--- config.mk ---
export PLATFORM = sky130hd
export DESIGN_NAME = demux_16_capture_flat
export DESIGN_NICKNAME = d
export VERILOG_FILES = /design/src/rtl/demux_16_capture_if.sv /design/src/rtl/demux_16_capture.sv /design/src/flat_wrapper.sv
export SDC_FILE = /design/constraint.sdc
export NUM_CORES = 1
export LEC_CHECK = 0
export CELL_PAD_IN_SITES_DETAIL_PLACEMENT = 0
export CELL_PAD_IN_SITES_GLOBAL_PLACEMENT = 2
export CORE_ASPECT_RATIO = 0.5
export CORE_MARGIN = 10
export CORE_UTILIZATION = 35
export DETAILED_ROUTE_END_ITERATION = 6
export PLACE_DENSITY_LB_ADDON = 0.1
export SLEW_MARGIN = 20
export SYNTH_ARGS = -nofsm -noshare
export SYNTH_HDL_FRONTEND = slang
export SYNTH_SLANG_ARGS = --single-unit
export TNS_END_PERCENT = 20
--- constraint.sdc ---
create_clock -name clk -period 2.25 [get_ports clk]
set_clock_uncertainty 0.1 [all_clocks]
set_input_delay 0.225 -clock clk [delete_from_list [all_inputs] [get_ports clk]]
set_output_delay 0.225 -clock clk [all_outputs]
set_load 0.01 [all_outputs]
--- src/rtl/demux_16_capture_if.sv ---
// Bus bundle between the 16-way demux/scan-capture block and its driver.
// The slave side is the capture block; the master side drives the inputs.
interface demux_16_capture_if;
    logic        input_line;
    logic [3:0]  select_lines;
    logic        load;
    logic [15:0] output_lines;
    logic        start;
    logic [3:0]  scan_sel;
    logic        busy;
    logic [15:0] word_out;
    logic        word_valid;
    logic        word_ack;

    modport slave (
        input  input_line, select_lines, load, start, word_ack,
        output output_lines, scan_sel, busy, word_out, word_valid
    );

    modport master (
        output input_line, select_lines, load, start, word_ack,
        input  output_lines, scan_sel, busy, word_out, word_valid
    );
endinterface

--- src/rtl/demux_16_capture.sv ---
// Registered 1:16 demux plus a scan engine that sweeps an upstream 16:1 mux and deserialises its output.
// Latency: demux 1 cycle; captured word valid 16 cycles after start is accepted.
// Backpressure: word_valid holds the word until word_ack; start is dropped unless the engine is idle.
module demux_16_capture #(
    parameter int N     = 16,
    parameter int SEL_W = 4
) (
    input  logic                 clk,
    input  logic                 rst_n,
    demux_16_capture_if.slave    bus
);

    typedef enum logic [1:0] {
        ST_IDLE = 2'd0,
        ST_SCAN = 2'd1,
        ST_HOLD = 2'd2
    } state_t;

    state_t             state_q;
    logic [SEL_W-1:0]   cnt_q;
    logic [SEL_W-1:0]   scan_sel_q;
    logic               busy_q;
    logic [N-1:1]       shadow_q;
    logic [N-1:0]       word_q;
    logic               word_vld_q;
    logic [N-1:0]       output_lines_q;
    logic [N-1:0]       output_lines_d;

    // Demux bank runs regardless of the scan FSM.
    always_comb begin
        output_lines_d = output_lines_q;
        if (bus.load) begin
            output_lines_d[bus.select_lines] = bus.input_line;
        end
    end

    always_ff @(posedge clk or negedge rst_n) begin
        if (!rst_n) begin
            output_lines_q <= '0;
        end else begin
            output_lines_q <= output_lines_d;
        end
    end

    // Bit 0 goes straight from input_line into the word, so the shadow only keeps bits 15..1.
    always_ff @(posedge clk or negedge rst_n) begin
        if (!rst_n) begin
            state_q    <= ST_IDLE;
            cnt_q      <= '0;
            scan_sel_q <= '0;
            busy_q     <= 1'b0;
            shadow_q   <= '0;
            word_q     <= '0;
            word_vld_q <= 1'b0;
        end else begin
            case (state_q)
                ST_IDLE: begin
                    if (bus.start) begin
                        state_q    <= ST_SCAN;
                        cnt_q      <= {SEL_W{1'b1}};
                        scan_sel_q <= {SEL_W{1'b1}};
                        busy_q     <= 1'b1;
                    end
                end
                ST_SCAN: begin
                    if (cnt_q != '0) begin
                        shadow_q[cnt_q] <= bus.input_line;
                        cnt_q           <= cnt_q - 1'b1;
                        scan_sel_q      <= cnt_q - 1'b1;
                    end else begin
                        word_q     <= {shadow_q, bus.input_line};
                        word_vld_q <= 1'b1;
                        busy_q     <= 1'b0;
                        scan_sel_q <= '0;
                        state_q    <= ST_HOLD;
                    end
                end
                ST_HOLD: begin
                    if (bus.word_ack) begin
                        word_vld_q <= 1'b0;
                        state_q    <= ST_IDLE;
                    end
                end
                default: begin
                    state_q <= ST_IDLE;
                end
            endcase
        end
    end

    assign bus.output_lines = output_lines_q;
    assign bus.scan_sel     = scan_sel_q;
    assign bus.busy         = busy_q;
    assign bus.word_out     = word_q;
    assign bus.word_valid   = word_vld_q;

endmodule

--- src/flat_wrapper.sv ---
// flat-port wrapper written by rule: the top's interface ports become plain ports
module demux_16_capture_flat 
#(
    parameter int N     = 16,
    parameter int SEL_W = 4
)
  (clk, rst_n, bus_input_line, bus_select_lines, bus_load, bus_start, bus_word_ack, bus_output_lines, bus_scan_sel, bus_busy, bus_word_out, bus_word_valid);
  demux_16_capture_if bus_i ();
  input  logic clk;
  input  logic rst_n;
  input wire logic [$bits(bus_i.input_line)-1:0] bus_input_line;
  input wire logic [$bits(bus_i.select_lines)-1:0] bus_select_lines;
  input wire logic [$bits(bus_i.load)-1:0] bus_load;
  input wire logic [$bits(bus_i.start)-1:0] bus_start;
  input wire logic [$bits(bus_i.word_ack)-1:0] bus_word_ack;
  output wire logic [$bits(bus_i.output_lines)-1:0] bus_output_lines;
  output wire logic [$bits(bus_i.scan_sel)-1:0] bus_scan_sel;
  output wire logic [$bits(bus_i.busy)-1:0] bus_busy;
  output wire logic [$bits(bus_i.word_out)-1:0] bus_word_out;
  output wire logic [$bits(bus_i.word_valid)-1:0] bus_word_valid;
  assign bus_i.input_line = bus_input_line;
  assign bus_i.select_lines = bus_select_lines;
  assign bus_i.load = bus_load;
  assign bus_i.start = bus_start;
  assign bus_i.word_ack = bus_word_ack;
  assign bus_output_lines = bus_i.output_lines;
  assign bus_scan_sel = bus_i.scan_sel;
  assign bus_busy = bus_i.busy;
  assign bus_word_out = bus_i.word_out;
  assign bus_word_valid = bus_i.word_valid;
  demux_16_capture #(.N(N), .SEL_W(SEL_W)) u_core (.clk(clk), .rst_n(rst_n), .bus(bus_i));
endmodule
==> results of run 1 <==
## flip-flops by register name, indices dropped and copies added, names as in the netlist
name,flops
u_core.shadow_q,15
u_core.bus.scan_sel,4
u_core.bus.busy,1
u_core.bus.word_valid,1
u_core.cnt_q,4
u_core.bus.output_lines,16
u_core.state_q,2
u_core.bus.word_out,16
## final timing paths
| check | startpoint | to | slack (ps) | cells after the start |
|---|---|---|---|---|
| min | rst_n | u_core.bus.output_lines[14]$_DFFE_PN0P_ | 340 | 3 |
| min reg2reg | u_core.shadow_q[4]$_DFFE_PN0P_ | u_core.bus.word_out[4]$_DFFE_PN0P_ | 400 | 1 |
| max reg2reg | u_core.cnt_q[0]$_DFFE_PN0P_ | u_core.bus.word_out[2]$_DFFE_PN0P_ | 330 | 4 |
| max in group asynchronous | rst_n | u_core.shadow_q[1]$_DFFE_PN0P_ | 1450 | 3 |
| max | u_core.cnt_q[0]$_DFFE_PN0P_ | u_core.bus.word_out[2]$_DFFE_PN0P_ | 330 | 4 |
| min in group clk | u_core.shadow_q[4]$_DFFE_PN0P_ | u_core.bus.word_out[4]$_DFFE_PN0P_ | 400 | 1 |
## synth_stat cells (3+ instances only)
library cell,n,area (um^2)
nor2_1,12,45.0
inv_1,3,11.3
nor3_1,3,15.0
mux2_4,7,105
clkbuf_1,3,11.3
mux2_2,42,473
dfrtp_1,59,1480
a22o_1,4,35.0
o21ai_0,4,20.0
nand2b_1,5,31.3
ha_1,5,62.6
nand2_1,21,78.8
nand4b_1,3,26.3
## final cells by class
cell class / instances / area, um^2 / area share
Multi-Input combinational cell: 124 / 1040 / 0.301
Clock buffer: 15 / 278 / 0.0801
Sequential cell: 59 / 1480 / 0.426
Tap cell: 92 / 115 / 0.0332
Inverter: 4 / 15.0 / 0.00433
Clock inverter: 1 / 30.0 / 0.00865
Timing Repair Buffer: 51 / 510 / 0.147
## cell families (layout without fill, tap and decap cells)
family	Yosys count	count (layout)
flip-flops	59	59
AO/OA/AOI/OAI	12	12
adder cells (fa/ha/maj)	5	5
buffers and inverters	11	71
XOR/XNOR	1	1
AND/OR/NAND/NOR	57	57
multiplexers	49	49
## tightest hold or removal path, cell delays in order
cell	delay [ps]
dlygate4sd3_1	520
buf_2	120
buf_12	280
## per-stage QoR
| stage | utilization | worst slack [ps] | total power [mW] |
|---|---|---|---|
| after detailed placement | 0.456 | 306 | 3.60 |
| after global routing | 0.502 | 170 | 5.25 |
| after global placement | 0.456 | 386 | 3.56 |
| after CTS | 0.502 | 307 | 5.02 |
| final | 0.502 | 330 | 4.93 |
| after floorplan | - | 555 | 2.79 |
## timing repair
action                                 4_1_cts  5_1_grt
buffers inserted                             0        0
resized for setup                            0        0
hold buffers                                 1        0
endpoints found under the hold margin       59        0
## layer usage
metal,GRT usage,wire length [um]
met5,0,0
met4,0.0430,95
met3,0.0511,430
met2,0.151,2340
met1,0.122,2550
## power groups by stage
| stage | Clock, mW | Combinational, mW | Sequential, mW |
|---|---|---|---|
| 5_1_grt | 1.47 | 1.91 | 1.88 |
| 2_1_floorplan | 0 | 0.924 | 1.86 |
| 4_1_cts | 1.42 | 1.79 | 1.81 |
| 3_3_place_gp | 0 | 1.75 | 1.80 |
| 3_5_place_dp | 0 | 1.77 | 1.82 |
| 6_report | 1.38 | 1.74 | 1.80 |
==> impl_metrics.toml, run 1 <==
[status]
status = "finished clean"

[clock_network]
cts.path.max_buffers = 2
cts_buffers = 9
cts_sinks = 59
cts_tree = "built"
htree_num_levels = 3
clock-root-buffer = "clkbuf_16"
clkSlewWorstSetupHoldPaths_ps = 50
clock_latency_ps = 320

[power]
p_sw_frac = 0.286
combPwrFrac = 0.353
power.density_nw_per_um2 = 1420
ir_drop_v = 0.000707
pwr-share-seq = 0.366
leakage_nw = 1.48
p_int_mw = 3.52
power_frac_clock = 0.280
power.net_switching_mw = 1.41

[synthesis]
synth_fa_ha_area_frac = 0.0243
synth_compound_area_frac = 0.0335
synth-xor-area-share = 0.00340
synth-edff-count = 0
synth_area_um2 = 2580
synth.distinct_cells = 32
synth-seq-cells = 59
synth_nets = 209
yosys_warnings = 0
async_flop_share = 1.00
synth_cells = 194
synth_flop_cell = "dfrtp_1"
yosysSeqAreaShare = 0.573
synth_top_family_by_area = "multiplexers"
syn_avg_cell_area_um2 = 13.3
synthMuxAreaShare = 0.224
synth-simple-area-share = 0.120

[sta]
setup-violations-final = 0
fmax_mhz = 521
tightest_slew_ps = 486
rsz0062_at_grt = "no"
setup_tns_ps = 0
max_slew_margin = 0.675
fin_crit_sh = 0.853
hold_violations = 0
fin_crit_ps = 1920
final-max-slew-violation-count = 0
whs_ps = 335

[setup_path]
crit_required_ps = 2350
critPathBufInv = 1
criticalPathCategory = "register to register"
crit_chain = "inv_1, ha_1, nand3_4, mux2_4"
crit_family = "flip-flops"
max_stage_delay_ps = 440
end_kind = "register"
cp-start-kind = "register"
cp_max_fo = 19
worstPathArrival_ps = 2020
cp_slowest_cell = "dfrtp_1"

[floorplan]
coreArea_um2 = 6910
start_util = 0.373
die_h_um = 80.7
die_x_um = 141
io_pins = 48
die_area_um2 = 11400
fp-row-count = 21

[detailed_routing]
wl_per_cell_um = 15.7
drt-initial-drc-count = 85
dr.pass1.iters = 4
vias_per_cell = 4.82
drc = 0
vias = 1666
detail-route-antenna-nets = 0
finalWirelength_um = 5420

[cells_and_area]
fin_area_um2 = 3470
layout_common_cells = "dfrtp_1 (59), clkdlybuf4s50_1 (46), mux2_2 (42)"
final_cells = 346
num_antenna_cells = 0
final_common_cell = "dfrtp_1"
syn_to_final_growth_pct = 34.7
fillers = 603
nNetsFinal = 264
layout-drive-gt1-share = 0.283

[placed_design]
post-place-cells = 329
place_congestion = 0.761
dp_hpwl_um = 3770
dpl_cell_area_um2 = 3150
port_buffers = 47

[grt]
grt_use_total = 0.102
grt_pass1_vias = 1773
grt_pass1_wl_um = 9120
antenna_found_initial = 0
grt_start_max_net_pins = 60
overflow = 0

[worst_hold_path]
min_path_type = "input port to async pin"

[run]
cap_violations = 0
Power figures use the tool's default switching activity.
==> inputs of run 2 (changes only) <==
--- a/config.mk
+++ b/config.mk
@@ -5,11 +5,11 @@
 export SDC_FILE = /design/constraint.sdc
 export NUM_CORES = 1
 export LEC_CHECK = 0
-export CELL_PAD_IN_SITES_DETAIL_PLACEMENT = 0
-export CELL_PAD_IN_SITES_GLOBAL_PLACEMENT = 2
+export CELL_PAD_IN_SITES_DETAIL_PLACEMENT = 1
+export CELL_PAD_IN_SITES_GLOBAL_PLACEMENT = 1
 export CORE_ASPECT_RATIO = 0.5
 export CORE_MARGIN = 10
-export CORE_UTILIZATION = 35
+export CORE_UTILIZATION = 42
 export DETAILED_ROUTE_END_ITERATION = 6
 export PLACE_DENSITY_LB_ADDON = 0.1
 export SLEW_MARGIN = 20
==> run 2 against run 1 <==
Net effect:
- setup slack gained 14 ps
- maximum frequency grew 0.72%
- sequential share of layout area grew 0.67 points
- combinational power is essentially flat
- wire length grew 11%
- hold slack gained 16 ps
- non-clock buffer count shrank 1
- clock power shrank 9%
- critical path depth is the same
- highest routed layer unchanged
==> impl_metrics.toml, run 2 (synthesis gave the netlist of run 1 again) <==
[placed_design]
post-place-cells = 313
port_buffers = 47
dp_hpwl_um = 4170
place_congestion = 0.755

[clock_network]
cts_buffers = 9
cts_tree = "built"
cts_sinks = 59
postCtsSetupRepairBufs = 0
clock_latency_ps = 320
clock-root-buffer = "clkbuf_16"
cts_resized = 0
clkSlewWorstSetupHoldPaths_ps = 50
htree_num_levels = 3
cts.path.max_buffers = 2

[setup_path]
max_stage_delay_ps = 440
criticalPathCategory = "register to register"
crit_required_ps = 2350
worstPathArrival_ps = 2010
crit_family = "flip-flops"
end_kind = "register"
crit_chain = "inv_1, ha_1, nand3_4, mux2_4"
cp_slowest_cell = "dfrtp_1"
cp_max_fo = 19
reg2reg_depth = 4
path_depth = 4
cp-start-kind = "register"
critPathBufInv = 1

[cells_and_area]
num_antenna_cells = 0
layout-drive-gt1-share = 0.286
syn_to_final_growth_pct = 32.6
layout_common_cells = "dfrtp_1 (59), clkdlybuf4s50_1 (46), mux2_2 (42)"
final_cells = 329
fillers = 617
final_common_cell = "dfrtp_1"
nNetsFinal = 263

[detailed_routing]
finalWirelength_um = 6040
drt-initial-drc-count = 92
detail-route-antenna-nets = 0
wl_per_cell_um = 18.4
vias = 1697
vias_per_cell = 5.16
drc = 0
dr.pass1.iters = 4

[sta]
whs_ps = 352
fin_crit_sh = 0.847
rsz0062_at_grt = "no"
setup_tns_ps = 0
fmax_mhz = 525
final-max-slew-violation-count = 0
hold_violations = 0
fin_crit_ps = 1910
max_slew_margin = 0.620
tightest_slew_ps = 569
setup-violations-final = 0

[grt]
grt_use_total = 0.135
grt_start_max_net_pins = 37
overflow = 0
antenna_found_initial = 0
grt_pass1_vias = 1895
grt_pass1_wl_um = 10000

[power]
ir_drop_v = 0.000744
leakage_nw = 1.47
power.density_nw_per_um2 = 1420

[worst_hold_path]
min_path_type = "input port to async pin"

[floorplan]
start_util = 0.429
fp-row-count = 20
die_x_um = 131
coreArea_um2 = 6010
io_pins = 48
die_area_um2 = 9860
die_h_um = 75.4

[run]
cap_violations = 0

[status]
status = "finished clean"
-- run 2: worst register-to-register path, stage by stage, from the launching register on --
cell and delay (ps):
dfrtp_1 440, inv_1 130, ha_1 370, nand3_4 350, mux2_4 400
-- run 2: path summary, 6_finish.rpt --
kind / start / end / slack [ps]
setup / recovery: u_core.cnt_q[0]$_DFFE_PN0P_ / u_core.bus.word_out[11]$_DFFE_PN0P_ / 340
hold / removal: rst_n / u_core.bus.output_lines[13]$_DFFE_PN0P_ / 350
setup reg to reg: u_core.cnt_q[0]$_DFFE_PN0P_ / u_core.bus.word_out[11]$_DFFE_PN0P_ / 340
hold reg to reg: u_core.shadow_q[1]$_DFFE_PN0P_ / u_core.bus.word_out[1]$_DFFE_PN0P_ / 400
max in group asynchronous: rst_n / u_core.bus.word_out[5]$_DFFE_PN0P_ / 1100
min in group clk: u_core.shadow_q[1]$_DFFE_PN0P_ / u_core.bus.word_out[1]$_DFFE_PN0P_ / 400
-- run 2: timing repair --
| action | CTS | global route |
|---|---|---|
| hold endpoints to repair | 23 | 0 |
| hold buffers | 1 | 0 |
| setup endpoints to repair | 0 | 0 |
-- run 2: through the flow --
stage	power [mW]	instance area [um^2]	util	worst slack, ps
after floorplan	2.79	2580	-	555
after CTS	4.92	3420	0.569	346
after global routing	5.18	3420	0.569	174
final	4.84	3420	0.569	344
after detailed placement	3.62	3130	0.520	334
after global placement	3.54	3130	0.520	382
-- run 2: final cells by class --
class                   count  area (um^2)  share of cell area
repair buffers             50          503               0.147
clock inverters             2         10.0             0.00293
inverters                   4         15.0             0.00440
clock buffers              13          270              0.0791
well taps                  77         96.3              0.0282
multi-input cells         124         1040               0.306
flip-flops and latches     59         1480               0.432
-- run 2: layer usage --
layer / vias up / GRT usage / wire (um)
met5: - / 0 / 0
met4: 0 / 0.0612 / 98
met3: 11 / 0.0632 / 448
met2: 37 / 0.210 / 2820
met1: 864 / 0.158 / 2670
li1: 785 / - / -
-- run 2: power by group --
part	internal (mW)	leakage, nW	switching (mW)
logic	1.05	0.627	0.723
registers	1.52	0.701	0.295
clock network	0.823	0.141	0.441
==> inputs of run 3 (changes only) <==
--- a/config.mk
+++ b/config.mk
@@ -9,7 +9,7 @@
 export CELL_PAD_IN_SITES_GLOBAL_PLACEMENT = 1
 export CORE_ASPECT_RATIO = 0.5
 export CORE_MARGIN = 10
-export CORE_UTILIZATION = 42
+export CORE_UTILIZATION = 38
 export DETAILED_ROUTE_END_ITERATION = 6
 export PLACE_DENSITY_LB_ADDON = 0.1
 export SLEW_MARGIN = 20
==> constraint.sdc (replaced) <==
create_clock -name clk -period 1.6 [get_ports clk]
set_clock_uncertainty 0.1 [all_clocks]
set_input_delay 0.16 -clock clk [delete_from_list [all_inputs] [get_ports clk]]
set_output_delay 0.16 -clock clk [all_outputs]
set_load 0.01 [all_outputs]
==> run 3 against run 2 <==
Net effect:
- via count increased by 2.4%
- sequential share of layout area is 2.1 points lower
- non-clock buffer count grew 14
- largest cell class unchanged
- critical path type unchanged
- largest power group is now combinational logic
==> impl_metrics.toml, run 3 (synthesis gave the netlist of run 1 again) <==
[grt]
antenna_found_initial = 0
overflow = 0
grt_pass1_wl_um = 10000
grt_pass1_vias = 1933
grt_use_total = 0.122
grt_start_max_net_pins = 60

[placed_design]
dp_hpwl_um = 4200
port_buffers = 47
place_congestion = 0.782
post-place-cells = 340

[power]
leakage_nw = 1.54
power.density_nw_per_um2 = 1970
p_total_mw = 7.07
ir_drop_v = 0.00120

[detailed_routing]
drt-initial-drc-count = 75
detail-route-antenna-nets = 0
vias = 1738
vias_per_cell = 4.85
wl_per_cell_um = 16.8
dr.pass1.iters = 4
finalWirelength_um = 6010
drc = 0

[cells_and_area]
num_antenna_cells = 0
utilization = 0.542
nNetsFinal = 277
final_cells = 358
layout-drive-gt1-share = 0.346
final_common_cell = "dfrtp_1"
fillers = 679
layout_common_cells = "dfrtp_1 (59), clkdlybuf4s50_1 (46), mux2_2 (42)"
syn_to_final_growth_pct = 39.2

[floorplan]
io_pins = 48
die_x_um = 136
start_util = 0.389
die_h_um = 78.2
fp-row-count = 21
coreArea_um2 = 6620
die_area_um2 = 10700

[setup_path]
cp_max_fo = 7
worstPathArrival_ps = 1660
crit_chain = "inv_2, ha_4, a31o_4, inv_4, mux2_2"
cp-start-kind = "register"
reg2reg_setup_slack_ps = 60
r2r_start = "u_core.cnt_q[1]$_DFFE_PN0P_"
cp_slowest_cell = "dfrtp_1"
max_stage_delay_ps = 420
end_kind = "register"
crit_required_ps = 1710
criticalPathCategory = "register to register"
reg2reg_depth = 5
r2r_end = "u_core.cnt_q[0]$_DFFE_PN0P_"

[sta]
fmax_mhz = 647
max_slew_margin = 0.779
fin_crit_ps = 1540
rsz0062_at_grt = "yes"
tightest_slew_ps = 331
setup_tns_ps = 0
final-max-slew-violation-count = 0
setup-violations-final = 0
fin_crit_sh = 0.965
hold_violations = 0

[worst_hold_path]
min_path_type = "input port to async pin"

[run]
cap_violations = 0

[clock_network]
clock-root-buffer = "clkbuf_16"
cts_buffers = 9
cts_sinks = 59
htree_num_levels = 3
cts.path.max_buffers = 2
clkSlewWorstSetupHoldPaths_ps = 50
cts_tree = "built"
clock_latency_ps = 330

[status]
status = "finished clean"
## run 3: cell count changes in the layout (fill, tap and decap cells not counted), moves of 2 or more
cell   delta
buf_4    +13
ha_1      -3
ha_2      +2
inv_1     -2
## run 3: worst max-delay path by stage
stage	slack, ps	start	endpoint	depth (start not counted)
3_3_place_gp	-100	bus_select_lines[3]	u_core.bus.output_lines[4]$_DFFE_PN0P_	4
5_1_grt	-8	u_core.cnt_q[0]$_DFFE_PN0P_	u_core.cnt_q[0]$_DFFE_PN0P_	5
6_report	60	u_core.cnt_q[1]$_DFFE_PN0P_	u_core.cnt_q[0]$_DFFE_PN0P_	5
2_1_floorplan	-10	u_core.cnt_q[0]$_DFFE_PN0P_	u_core.cnt_q[0]$_DFFE_PN0P_	6
4_1_cts	10	u_core.cnt_q[1]$_DFFE_PN0P_	u_core.cnt_q[0]$_DFFE_PN0P_	5
3_5_place_dp	-170	bus_select_lines[2]	u_core.bus.output_lines[8]$_DFFE_PN0P_	4
## run 3: worst max-delay path: cells and delay by family (launching register included)
family / cells / cell delay (ps)
DFF: 1 / 420
muxes: 1 / 320
buffers and inverters: 2 / 160
adders and majority gates: 1 / 200
AOI/OAI and AO/OA: 1 / 240
## run 3: through the flow
| stage | setup slack (ps) | hold slack [ps] | cell area (um^2) |
|---|---|---|---|
| finish | 55.4 | 272 | 3590 |
| global route | -8.20 | 304 | 3590 |
| floorplan | -10.2 | -236 | 2610 |
| detailed placement | -175 | 94.7 | 3270 |
| CTS | 10.5 | 293 | 3560 |
| global placement | -97.0 | 87.7 | 3270 |
## run 3: area by class of cell
| class | count | area (um^2) | share of cell area |
|---|---|---|---|
| Sequential cell | 59 | 1480 | 0.412 |
| Multi-Input combinational cell | 124 | 1080 | 0.300 |
| Timing Repair Buffer | 64 | 621 | 0.173 |
| Clock buffer | 13 | 270 | 0.0753 |
| Tap cell | 92 | 115 | 0.0321 |
| Inverter | 4 | 17.5 | 0.00488 |
| Clock inverter | 2 | 10.0 | 0.00279 |
## run 3: power by group
| group | leakage, nW | switching [mW] | total, mW | internal, mW |
|---|---|---|---|---|
| registers | 0.701 | 0.402 | 2.54 | 2.13 |
| logic | 0.699 | 1.07 | 2.74 | 1.67 |
| clock network | 0.141 | 0.636 | 1.79 | 1.16 |
| total | 1.54 | 2.11 | 7.07 | 4.96 |
## run 3: timing repair
item | 4_1_cts | 5_1_grt
gates resized for setup | 0 | 4
setup endpoints to repair | 0 | 8
setup buffers | 0 | 2
endpoints found under the hold margin | 59 | 0
hold buffers | 1 | 0
## run 3: per-layer routing
metal  vias to the layer above  share of wire  wire (um)  GRT usage
li1                        816              -          -          -
met1                       872           0.45       2700      0.137
met2                        41           0.45       2730      0.194
met3                         9          0.085        512     0.0724
met4                         0          0.011         65     0.0349
met5                         -              0          0          0
